===== src/rtl/result_stage_pipe.sv =====
// In-flight result staging pipe: CH issue channels x DEPTH stages, write-back at the last stage.
// Define RESULT_PIPE_FWD_EN to build the operand forwarding network; otherwise rd_hit/rd_data are 0.
module result_stage_pipe #(
  parameter int unsigned CH    = 2,
  parameter int unsigned DEPTH = 7,
  parameter int unsigned W     = 128,
  parameter int unsigned AW    = 7,
  parameter int unsigned NRD   = 6,
  parameter int unsigned LW    = $clog2(DEPTH + 1)
) (
  input  logic              clk,
  input  logic              reset,
  input  logic [CH-1:0]     in_valid,
  input  logic [CH*AW-1:0]  in_rt_addr,
  input  logic [CH*W-1:0]   in_result,
  input  logic [CH*LW-1:0]  in_lat,
  input  logic              flush,
  input  logic [LW-1:0]     flush_stage,
  input  logic [NRD*AW-1:0] rd_addr,
  output logic [NRD-1:0]    rd_hit,
  output logic [NRD*W-1:0]  rd_data,
  output logic [CH-1:0]     wb_valid,
  output logic [CH*AW-1:0]  wb_rt_addr,
  output logic [CH*W-1:0]   wb_data
);

  logic [CH-1:0] valid_q [DEPTH];
  logic [AW-1:0] addr_q  [DEPTH][CH];
  logic [W-1:0]  data_q  [DEPTH][CH];
  logic [LW-1:0] lat_q   [DEPTH][CH];
  logic [LW-1:0] lat_clamped [CH];

  always_comb begin
    for (int c = 0; c < CH; c++) begin
      lat_clamped[c] = in_lat[c*LW +: LW];
      if (lat_clamped[c] == '0) begin
        lat_clamped[c] = LW'(1);
      end else if (32'(lat_clamped[c]) > DEPTH) begin
        lat_clamped[c] = LW'(DEPTH);
      end
    end
  end

  // Only the valid bits are reset; a flush kills stages below flush_stage and the incoming issue.
  always_ff @(posedge clk or negedge reset) begin
    if (!reset) begin
      for (int s = 0; s < DEPTH; s++) begin
        valid_q[s] <= '0;
      end
    end else begin
      valid_q[0] <= flush ? '0 : in_valid;
      for (int s = 1; s < DEPTH; s++) begin
        if (flush && ((s - 1) < int'(flush_stage))) begin
          valid_q[s] <= '0;
        end else begin
          valid_q[s] <= valid_q[s-1];
        end
      end
    end
  end

  always_ff @(posedge clk) begin
    for (int c = 0; c < CH; c++) begin
      addr_q[0][c] <= in_rt_addr[c*AW +: AW];
      data_q[0][c] <= in_result[c*W +: W];
      lat_q[0][c]  <= lat_clamped[c];
    end
    for (int s = 1; s < DEPTH; s++) begin
      for (int c = 0; c < CH; c++) begin
        addr_q[s][c] <= addr_q[s-1][c];
        data_q[s][c] <= data_q[s-1][c];
        lat_q[s][c]  <= lat_q[s-1][c];
      end
    end
  end

  // Payload is gated by valid so reset and idle slots present zeros.
  always_comb begin
    wb_valid   = '0;
    wb_rt_addr = '0;
    wb_data    = '0;
    for (int c = 0; c < CH; c++) begin
      wb_valid[c] = valid_q[DEPTH-1][c];
      if (valid_q[DEPTH-1][c]) begin
        wb_rt_addr[c*AW +: AW] = addr_q[DEPTH-1][c];
        wb_data[c*W +: W]      = data_q[DEPTH-1][c];
      end
    end
  end

`ifdef RESULT_PIPE_FWD_EN
  logic [NRD-1:0] fwd_found;

  // Youngest stage first, higher channel first; the first match decides, ready or not.
  always_comb begin
    rd_hit    = '0;
    rd_data   = '0;
    fwd_found = '0;
    for (int p = 0; p < NRD; p++) begin
      for (int s = 0; s < DEPTH; s++) begin
        for (int c = CH - 1; c >= 0; c--) begin
          if (!fwd_found[p] && valid_q[s][c] && (addr_q[s][c] == rd_addr[p*AW +: AW])) begin
            fwd_found[p] = 1'b1;
            if (int'(lat_q[s][c]) <= s + 1) begin
              rd_hit[p]          = 1'b1;
              rd_data[p*W +: W]  = data_q[s][c];
            end
          end
        end
      end
    end
  end
`else
  logic unused_fwd;

  assign rd_hit  = '0;
  assign rd_data = '0;

  always_comb begin
    unused_fwd = ^rd_addr;
    for (int s = 0; s < DEPTH; s++) begin
      for (int c = 0; c < CH; c++) begin
        unused_fwd = unused_fwd ^ (^lat_q[s][c]);
      end
    end
  end
`endif

endmodule


===== config.mk =====
export PLATFORM = sky130hd
export DESIGN_NAME = result_stage_pipe
export DESIGN_NICKNAME = d
export VERILOG_FILES = /design/src/rtl/result_stage_pipe.sv
export SDC_FILE = /design/constraint.sdc
export NUM_CORES = 1
export LEC_CHECK = 0
export BUFFER_PORTS_ARGS = -buffer_cell sky130_fd_sc_hd__buf_2
export CAP_MARGIN = 20
export CORE_AREA = 2 2 529 531
export CTS_CLUSTER_DIAMETER = 40
export DETAILED_ROUTE_END_ITERATION = 12
export DIE_AREA = 0 0 531 533
export PLACE_DENSITY_LB_ADDON = 0.05
export SLEW_MARGIN = 5
export SYNTH_ARGS = -nofsm -noshare
export SYNTH_HDL_FRONTEND = slang
export SYNTH_SLANG_ARGS = --single-unit
export TNS_END_PERCENT = 5

===== constraint.sdc =====
create_clock -name clk -period 0.8 [get_ports clk]
set_input_delay 0.04 -clock clk [delete_from_list [all_inputs] [get_ports clk]]
set_output_delay 0.04 -clock clk [all_outputs]
set_load 0.01 [all_outputs]

## Yosys cells after proc, flatten, opt, wreduce, memory -nomap -nowiden

Memory sizes are Yosys's and may differ from the RTL's.
Index checks and enable logic that the tools add are counted.

| operators by class | value |
|---|---|
| order comparisons | 6 |
| divide/modulo/power cells | 0 |
| mux-type cells | 11 |
| reduce and logical (&&, ||, !) cells | 6 |
| bitwise gates (word level) | 0 |
| shift operators | 0 |
| equal/unequal tests | 0 |
| $add $sub $neg | 0 |
| multiply operators | 0 |

Operators with widths:

| kind | count |
|---|---|
| 128-bit 2-to-1 mux | 2 |
| 2-bit 2-to-1 mux | 7 |
| 7-bit 2-to-1 mux | 2 |
| 1-bit logical AND | 6 |
| 1-bit by 3-bit < comparator with 1-bit output (first input constant) | 2 |
| 2-bit by 3-bit < comparator with 1-bit output (first input constant) | 2 |
| 3-bit < comparator (first input constant) | 2 |

| word-level totals | value |
|---|---|
| word-level logic and storage cells | 32 |
| memory bits (read-only) | 0 |
| bits in latches | 0 |
| memories kept | 2 |
| input bits | 326 |
| output and inout port bits | 1046 |
| bits in registers | 14 |
| RAM bits | 1890 |

Memories:

| memory | depth | width | read ports | clocked after memory_dff | write ports | line | source |
|---|---|---|---|---|---|---|---|
| data_q | 7 | 256 | 7 | 0 | 7 | 29 | `logic [W-1:0] data_q [DEPTH][CH];` |
| addr_q | 7 | 14 | 7 | 0 | 7 | 28 | `logic [AW-1:0] addr_q [DEPTH][CH];` |

## Logic depth before layout (Yosys ltp)

Gate-level depths: netlist (run 1).

| logic depth | value |
|---|---|
| word-level depth | 3 |
| gate-level depth with buffers | 3 |
| gate-level depth less buffers | 2 |

## Worst setup path before layout (run 1)

Ideal clock, no wire load.

| timing | value |
|---|---|
| kind | reg-to-output |
| from | register valid_q (netlist bit wb_valid[0]) |
| to | output port wb_data[100] |
| setup slack | -0.096 ns |
| data arrival time | 0.856 ns |
| required time | 0.760 ns |
| path buffers | 2 |
| stages on the path, launching flop included | 4 |
| cell sequence | dfrtp_1 -> buf_6 -> buf_6 -> and2_1 |

| on the way | value |
|---|---|
| longest elaborated chain between the ends | 1 |

Ends and longest elaborated chain:

| item | line | source |
|---|---|---|
| start, declared | 27 | `logic [CH-1:0] valid_q [DEPTH];` |
| start signal, assigned by index | 56 | `valid_q[s] <= valid_q[s-1];` |
| 128-bit 2-to-1 mux | 84 | `if (valid_q[DEPTH-1][c]) begin` |
| end, declared | 24 | `output logic [CH*W-1:0] wb_data` |

Every way passes these cells.

## Worst setup path in the final report (run 1)

| timing | value |
|---|---|
| from | register valid_q (netlist bit wb_valid[0]) |
| to | output port wb_data[120] |

The elaborated chain is that of the path after synthesis.

==> flow_summary.toml, run 1 <==
[final_layout]
finalNetCount = 4810
final_common_cell = "dfxtp_1"
syn2layout_area_growth_pct = 53.31
final_layout_size_suffix_gt1_share_pct = 28.02
n_fill_cell = 29000
mostFrequentLayoutCells = "dfxtp_1 (1890), conb_1 (774), dlygate4sd3_1 (551)"

[synthesis]
ys_top_cells_by_area = "dfxtp_1 (82%), buf_4 (13%), and2_1 (3.8%)"
syn_area_per_cell_um2 = 15.35
netlist-cell-type-count = 17
synth.yosys.seq_area_share_pct = 82.94
synth_seq_cells = 1904
synth_cells = 3000
synth_top_cell_by_area = "dfxtp_1"
syn_area_um2 = 46040
synth_top_area_share_pct = 82.18
yosysWarningCount = 0

[placement]
place_hpwl_um = 69090
gp_congestion = 0.6368
io_buffer_count = 549
pre_cts_ws_ns = -0.6205

[setup_path]
slowest_stage = "dfrtp_4"
r2r_slack_ns = 0.08
cp-start-kind = "register"
cp_max_fo = 8
slowest_delay_ns = 0.49
r2r_cells = 2
critPathKind = "register to output port"
cp_cell_sequence = "buf_6 > buf_16 > clkbuf_16 > and2_1 > buf_2"
r2r-end = "wb_valid[1]"
critPathRequiredTime_ns = 0.76
regToRegStartpoint = "valid_q[3]"
crit_path_end_kind = "output port"
cp.arrival_ns = 2.17

[sta]
fmax_ghz = 0.4535
worst_slack_ns = -1.405
hold_violations = 0
drv_slew = 0
setup_viol = 272
tns_ns = -355.68
whs_ns = 0.1437
rsz0062_at_grt = "yes"
fin_crit_ns = 2.205
timing.final.crit_share_pct = 275.6
fin_worst_skew_ns = 0.04607

[run_status]
violations = "negative setup slack"
outcome = "finished with violations"

[global_route]
grt_pass1_wl_um = 149800
grt_usage_pct = 7.349
grt-ovfl-total = 0
grt_pass1_vias = 22020
grtUsageMet3_pct = 3.825
grtUsageMet1_pct = 8.762
grt.busiest_layer = "met2"
met2_usage_pct = 10.72
antenna_found_initial = 73
grt_max_degree = 42

[clock_tree]
cts_tree = "built"
clkLatencyLatePin_ns = 0.88
clock-root-buffer = "clkbuf_16"
cts.sinks = 1904
htreeDepth = 5
clk_pin_slew_worst_paths_ns = 0.05
clockBufferDepth = 4
cts_made_buffers = 372

[floorplan]
die_area_um2 = 283000
io_pins = 1372
core_area_um2 = 277900
rows = 194
die_height_um = 533
initial_core_util_pct = 16.57
dieWidth_um = 531

[power_and_ir_drop]
finalPower_mw = 266.1
p_leak_nw = 31.31
vdd_drop_max_mv = 1.570
p_per_area_nw_per_um2 = 3770

[routing]
vias = 22300
ant_nets = 0
first_pass_iters = 4
via_per_inst = 2.608
routedWlPerCell_um = 12.81
drt_iter0_drc = 533
drc_errors = 0
routed_wirelength_um = 109600

[job]
maxCapViolations = 0

[hold_path]
holdCritStartpoint = "flush"
hp-class = "primary input to register"
min_to = "valid_q[10]"
hold_depth = 4
-- worst max-delay path: cells and delay by family, from the launching register on --
family,cells,cell delay (ns)
buf+inv,4,0.64
flops,1,0.49
simple gates,1,0.13
-- cell usage after synthesis --
cell and n:
a31oi_1 2, and2_1 276, and3_1 2, buf_2 16, buf_4 776, buf_6 12
conb_1 1, dfrtp_1 14, dfxtp_1 1890, inv_1 2, nand2_1 1, nand3_1 1
nor2_1 1, nor2b_1 2, o21a_1 2, o21ai_0 1, o31ai_1 1
-- registers in the layout, summed over array words and instances, names as in the netlist --
register	cells
wb_valid	2
addr_q	98
data_q	1792
valid_q	12
-- kinds of logic after synthesis --
logic type	share of synthesized area (%)
AO/OA/AOI/OAI	0.08694
buffers and inverters	13.14
flip-flops	82.94
other	0.008145
AND/OR/NAND/NOR	3.832
-- worst max-delay path by stage --
| stage | from | end | slack [ns] | cells after the start |
|---|---|---|---|---|
| 3_5_place_dp | wb_valid[0] | wb_data[54] | -0.62 | 3 |
| 2_1_floorplan | wb_valid[0] | wb_data[107] | -0.1 | 3 |
| 5_1_grt | wb_valid[0] | wb_data[6] | -1.52 | 5 |
| 4_1_cts | wb_valid[0] | wb_data[7] | -1.54 | 5 |
| 3_3_place_gp | wb_valid[1] | wb_data[214] | -0.61 | 3 |
| 6_report | wb_valid[0] | wb_data[120] | -1.41 | 5 |
-- report_power, final --
part	switching (mW)	internal, mW	leakage, nW	total [mW]
Sequential	1.31	100	16.1	102
Combinational	2.95	2.72	8.81	5.68
Clock	52.9	106	6.36	159
Total	57.1	209	31.3	266
-- routing by layer --
layer	routed length, um	part of all wire, %	vias to the layer above
li1	-	-	10860
met1	46160	42	10030
met2	47190	43	992
met3	11650	11	362
met4	4213	3.8	54
met5	335	0.31	-
-- through the flow --
step	area [um^2]	utilization (%)	std cells
finish	70590	25.40	8549
global route	70570	25.39	8540
CTS	70160	25.24	8512
detailed placement	50620	18.21	7261
global placement	50620	18.21	7261
floorplan	48970	-	3773
-- repair_timing --
action / in CTS / in global routing
gates resized for setup: 156 / 50
cloned: 9 / 8
buffers inserted: 5 / 0
hold buffers: 551 / 0
hold endpoints to repair: 298 / 0
pin swaps: 0 / 2
endpoints found under the setup margin: 274 / 273
-- area by class of cell --
cell class                 count  area (um^2)  share of cell area (%)
timing repair buffer        1141         9488                   13.44
clock buffer                 451        10040                   14.22
tap                         3724         4659                   6.601
sequential                  1904        38190                   54.11
antenna                       29        72.57                  0.1028
clock inverter               235         3133                   4.438
multi-input combinational   1063         4995                   7.076
inverter                       2        7.507                 0.01064
No activity file was read; power rests on OpenSTA's default activity.
==> run 2: changes to the inputs <==
--- a/config.mk
+++ b/config.mk
@@ -12,8 +12,8 @@
 export DETAILED_ROUTE_END_ITERATION = 12
 export DIE_AREA = 0 0 531 533
 export PLACE_DENSITY_LB_ADDON = 0.05
+export SKIP_LAST_GASP = 1
 export SLEW_MARGIN = 5
 export SYNTH_ARGS = -nofsm -noshare
 export SYNTH_HDL_FRONTEND = slang
 export SYNTH_SLANG_ARGS = --single-unit
-export TNS_END_PERCENT = 5
==> flow_summary.toml, run 2 (synthesized netlist as in run 1, its figures left out) <==
[run_status]
outcome = "finished with violations"
violations = "negative setup slack"

[routing]
wl_met2_um = 45000
ant_nets = 0
drt_iter0_drc = 538
routedWlPerCell_um = 12.26
routed_wirelength_um = 104900
drc_errors = 0
vias = 22320
first_pass_iters = 4
highest_layer = "met5"
via_per_inst = 2.608
met1_length_um = 42730
met3WireLength_um = 12730

[final_layout]
n_fill_cell = 29110
post-route-util_pct = 25.23
final_area_um2 = 70120
reg.largest.list = "data_q (1792), addr_q (98), valid_q (12)"
largest_reg_flops = 1792
syn2layout_area_growth_pct = 52.29
final_common_cell = "dfxtp_1"
regMostFlops = "data_q"
final_layout_size_suffix_gt1_share_pct = 26.66
mostFrequentLayoutCells = "dfxtp_1 (1890), conb_1 (774), dlygate4sd3_1 (554)"
final_cells = 8556
finalNetCount = 4809

[placement]
gp_congestion = 0.6361
dp_cells = 7262
place_hpwl_um = 70010
placed_area_um2 = 50740
pre_cts_ws_ns = -0.6810
io_buffer_count = 549

[floorplan]
die_area_um2 = 283000
core_area_um2 = 277900
io_pins = 1372
initial_core_util_pct = 16.57
dieWidth_um = 531
rows = 194
die_height_um = 533

[global_route]
antenna_found_initial = 75
grt_max_degree = 55
grt_usage_pct = 7.080
grt_pass1_vias = 21990
grt_pass1_wl_um = 145800
grt-ovfl-total = 0

[power_and_ir_drop]
sequentialPowerShare_pct = 37.9
vdd_drop_max_mv = 1.821
power.switching_mw = 57.19
p_comb_share_pct = 2.0
p_per_area_nw_per_um2 = 3818
finalPower_mw = 267.7
p_leak_nw = 31.15
switching_share_pct = 21.36
p_clk_share_pct = 60.0
internal_power_mw = 210.5

[clock_tree]
clk_pin_slew_worst_paths_ns = 0.04
cts.sinks = 1904
clock-root-buffer = "clkbuf_16"
htreeDepth = 5
cts_tree = "built"
cts_made_buffers = 377
clockBufferDepth = 4
clkLatencyLatePin_ns = 0.86

[sta]
slew-limit-headroom_pct = 52.15
drv_slew = 0
setup_viol = 289
timing.final.crit_share_pct = 263.3
rsz0062_at_grt = "yes"
fmax_ghz = 0.4748
worst_slack_ns = -1.306
fin_crit_ns = 2.106
fin_worst_skew_ns = 0.03678
worst_pin_slew_ns = 0.7153
hold_violations = 0

[setup_path]
regToRegStartpoint = "data_q[2][221]"
r2r_slack_ns = 0.07
r2r_cells = 0
crit_path_end = "wb_data[215]"
r2r-end = "data_q[3][221]"
critPathKind = "register to output port"
startpoint = "wb_valid[1]"
cp.arrival_ns = 2.07
critPathRequiredTime_ns = 0.76
cp-start-kind = "register"
crit_path_end_kind = "output port"
cp_max_fo = 27

[hold_path]
hp-class = "primary input to register"

[job]
maxCapViolations = 0
## run 2: per-layer routing
metal	global-route usage (%)	up-vias
met5	0	-
met4	3.540	40
met3	3.969	366
met2	10.47	1043
met1	8.140	9986
li1	-	10880
## run 2: area by class of cell
cell class / count / area, um^2 / share of cell area [%]
antenna: 31 / 77.57 / 0.1106
clock buffer: 464 / 10230 / 14.58
clock inverter: 233 / 3105 / 4.429
inverter: 2 / 7.507 / 0.01071
multi-input combinational: 1063 / 4822 / 6.877
sequential: 1904 / 38190 / 54.47
tap: 3724 / 4659 / 6.645
timing repair buffer: 1135 / 9029 / 12.88
## run 2: power groups by stage
stage	Sequential (mW)	Combinational (mW)	Clock (mW)
6_report	102	5.47	161
5_1_grt	102	6.11	172
4_1_cts	102	5.45	167
3_5_place_dp	103	3.03	0
3_3_place_gp	103	3.02	0
2_1_floorplan	103	4.71	0
## run 2: metrics by stage
step	hold slack, ns	setup TNS [ns]
6_report	0.1457	-336.62
3_5_place_dp	-0.02263	-102.49
5_1_grt	0.09583	-371.81
4_1_cts	0.003791	-372.89
3_3_place_gp	-0.02732	-101.13
2_1_floorplan	-0.2556	-11.99
## run 2: worst min-delay path by stage
stage	startpoint	end	slack, ns	cells past startpoint
floorplan	reset	valid_q[10]	-0.26	0
global placement	reset	valid_q[12]	-0.03	1
detailed placement	reset	valid_q[12]	-0.02	1
CTS	flush_stage[2]	wb_valid[0]	0.004	3
global route	flush_stage[2]	wb_valid[0]	0.1	3
finish	flush_stage[2]	wb_valid[0]	0.15	3
## run 2: worst max-delay path, cell delays in order (launching register included)
cell and delay, ns:
dfrtp_4 0.54, buf_4 0.17, buf_16 0.15, and2_4 0.18, buf_2 0.13
## run 2: timing repair
action / 4_1_cts / 5_1_grt
gates cloned: 2 / 4
buffers inserted: 3 / 3
pin swaps: 0 / 2
gates resized for setup: 27 / 63
hold endpoints to repair: 298 / 0
endpoints found under the setup margin: 272 / 287
hold buffers: 554 / 0
==> run 3: changes to the inputs <==
--- a/config.mk
+++ b/config.mk
@@ -7,10 +7,10 @@
 export LEC_CHECK = 0
 export BUFFER_PORTS_ARGS = -buffer_cell sky130_fd_sc_hd__buf_2
 export CAP_MARGIN = 20
-export CORE_AREA = 2 2 529 531
+export CORE_AREA = 2 2 532 534
 export CTS_CLUSTER_DIAMETER = 40
 export DETAILED_ROUTE_END_ITERATION = 12
-export DIE_AREA = 0 0 531 533
+export DIE_AREA = 0 0 534 536
 export PLACE_DENSITY_LB_ADDON = 0.05
 export SKIP_LAST_GASP = 1
 export SLEW_MARGIN = 5
==> flow_summary.toml, run 3 (synthesized netlist as in run 1, its figures left out) <==
[global_route]
grt_max_degree = 29
grt_usage_pct = 7.398
grt-ovfl-total = 0
grt_pass1_vias = 22050
grt_pass1_wl_um = 152700
antenna_found_initial = 86

[sta]
worst_slack_ns = -1.318
tns_ns = -341.25
fmax_ghz = 0.4722
whs_ns = 0.2225
hold_violations = 0
drv_slew = 0
timing.final.crit_share_pct = 264.7
rsz0062_at_grt = "yes"
setup_viol = 272
fin_crit_ns = 2.118
fin_worst_skew_ns = 0.02543

[floorplan]
die_area_um2 = 286200
initial_core_util_pct = 16.40
io_pins = 1372
core_area_um2 = 280800
die_height_um = 536
dieWidth_um = 534
rows = 195

[routing]
first_pass_iters = 4
vias = 22530
routed_wirelength_um = 111300
drc_errors = 0
ant_nets = 0
routedWlPerCell_um = 12.96
drt_iter0_drc = 609
via_per_inst = 2.625

[final_layout]
final_area_um2 = 71050
largest_reg_flops = 1792
final_common_cell = "dfxtp_1"
post-route-util_pct = 25.30
regMostFlops = "data_q"
mostFrequentLayoutCells = "dfxtp_1 (1890), conb_1 (774), dlygate4sd3_1 (550)"
final_layout_size_suffix_gt1_share_pct = 27.96
reg.largest.list = "data_q (1792), addr_q (98), valid_q (12)"
finalNetCount = 4810
final_cells = 8583
syn2layout_area_growth_pct = 54.31

[setup_path]
path_buf_inv = 3
cp_cell_sequence = "buf_16 > buf_12 > and2_1 > buf_2"
critPathRequiredTime_ns = 0.76
cp_max_fo = 11
cp_top_family = "flip-flops"
cp.arrival_ns = 2.08
critPathKind = "register to output port"
slowest_stage = "dfrtp_4"
cp-start-kind = "register"
slowest_delay_ns = 0.53
crit_path_end_kind = "output port"

[clock_tree]
cts_tree = "built"
clockBufferDepth = 4
clkLatencyLatePin_ns = 0.87
clk_pin_slew_worst_paths_ns = 0.04
cts_made_buffers = 380
clock-root-buffer = "clkbuf_16"
htreeDepth = 5
cts.sinks = 1904

[run_status]
outcome = "finished with violations"
violations = "negative setup slack"

[placement]
pre_cts_ws_ns = -0.6228
placed_area_um2 = 50590
gp_congestion = 0.6487
io_buffer_count = 549
dp_cells = 7276
place_hpwl_um = 73730

[power_and_ir_drop]
p_per_area_nw_per_um2 = 3851
p_leak_nw = 31.55
vdd_drop_max_mv = 1.613
finalPower_mw = 273.6

[hold_path]
hp-class = "primary input to register"

[job]
maxCapViolations = 0
run 3: cell count changes in the layout (fill, tap and decap cells not counted), moves of 6 or more:
cell,delta
bufinv_16,+12
clkbuf_8,+20
and2_1,-37
clkbuf_1,-13
and2_4,+36
clkbuf_16,+6
clkinv_4,-20
clkinv_2,+16
buf_16,+11
buf_6,+40
buf_12,-10
buf_2,-36
run 3: path summary, 6_finish.rpt:
check                                 end  cells after the start  slack (ns)            from
setup / recovery              wb_data[47]                      4       -1.32     wb_valid[0]
hold / removal                wb_valid[0]                      3        0.22  flush_stage[2]
setup reg to reg              wb_valid[0]                      2        0.07      valid_q[2]
hold reg to reg            data_q[6][170]                      0        0.30  data_q[5][170]
max in group asynchronous     wb_valid[0]                      3        0.01           reset
min in group asynchronous      valid_q[9]                      3        0.43           reset
run 3: report_power, final:
part           total [mW]  switching [mW]  internal [mW]  leakage, nW
Clock                 166            52.7            114         6.68
Combinational        5.63            2.95           2.68         8.74
Sequential            102            1.35            100         16.1
Total                 274            57.0            217         31.6
run 3: worst register-to-register path, stage by stage, from the launching register on:
cell,delay (ns)
dfrtp_1,0.34
inv_2,0.05
a31oi_4,0.22
run 3: what timing repair did:
action / CTS / global route
cloned: 10 / 5
hold buffers: 550 / 0
setup endpoints to repair: 273 / 288
gates resized for setup: 127 / 84
setup buffers: 5 / 0
endpoints found under the hold margin: 298 / 0
run 3: routing by layer:
layer	part of all wire, %	up-vias	global-route usage [%]
li1	-	10880	-
met2	44	1045	11.16
met4	4.4	52	3.763
met3	10	436	3.712
met1	41	10110	8.590
met5	0.29	-	0
run 3: cell type report:
| class | count | area, um^2 |
|---|---|---|
| antenna | 30 | 75.07 |
| clock buffer | 475 | 10550 |
| sequential | 1904 | 38190 |
| clock inverter | 233 | 3236 |
| timing repair buffer | 1133 | 9374 |
| tap | 3743 | 4683 |
| fill | 29340 | 209800 |
| multi-input combinational | 1063 | 4928 |
| inverter | 2 | 7.507 |
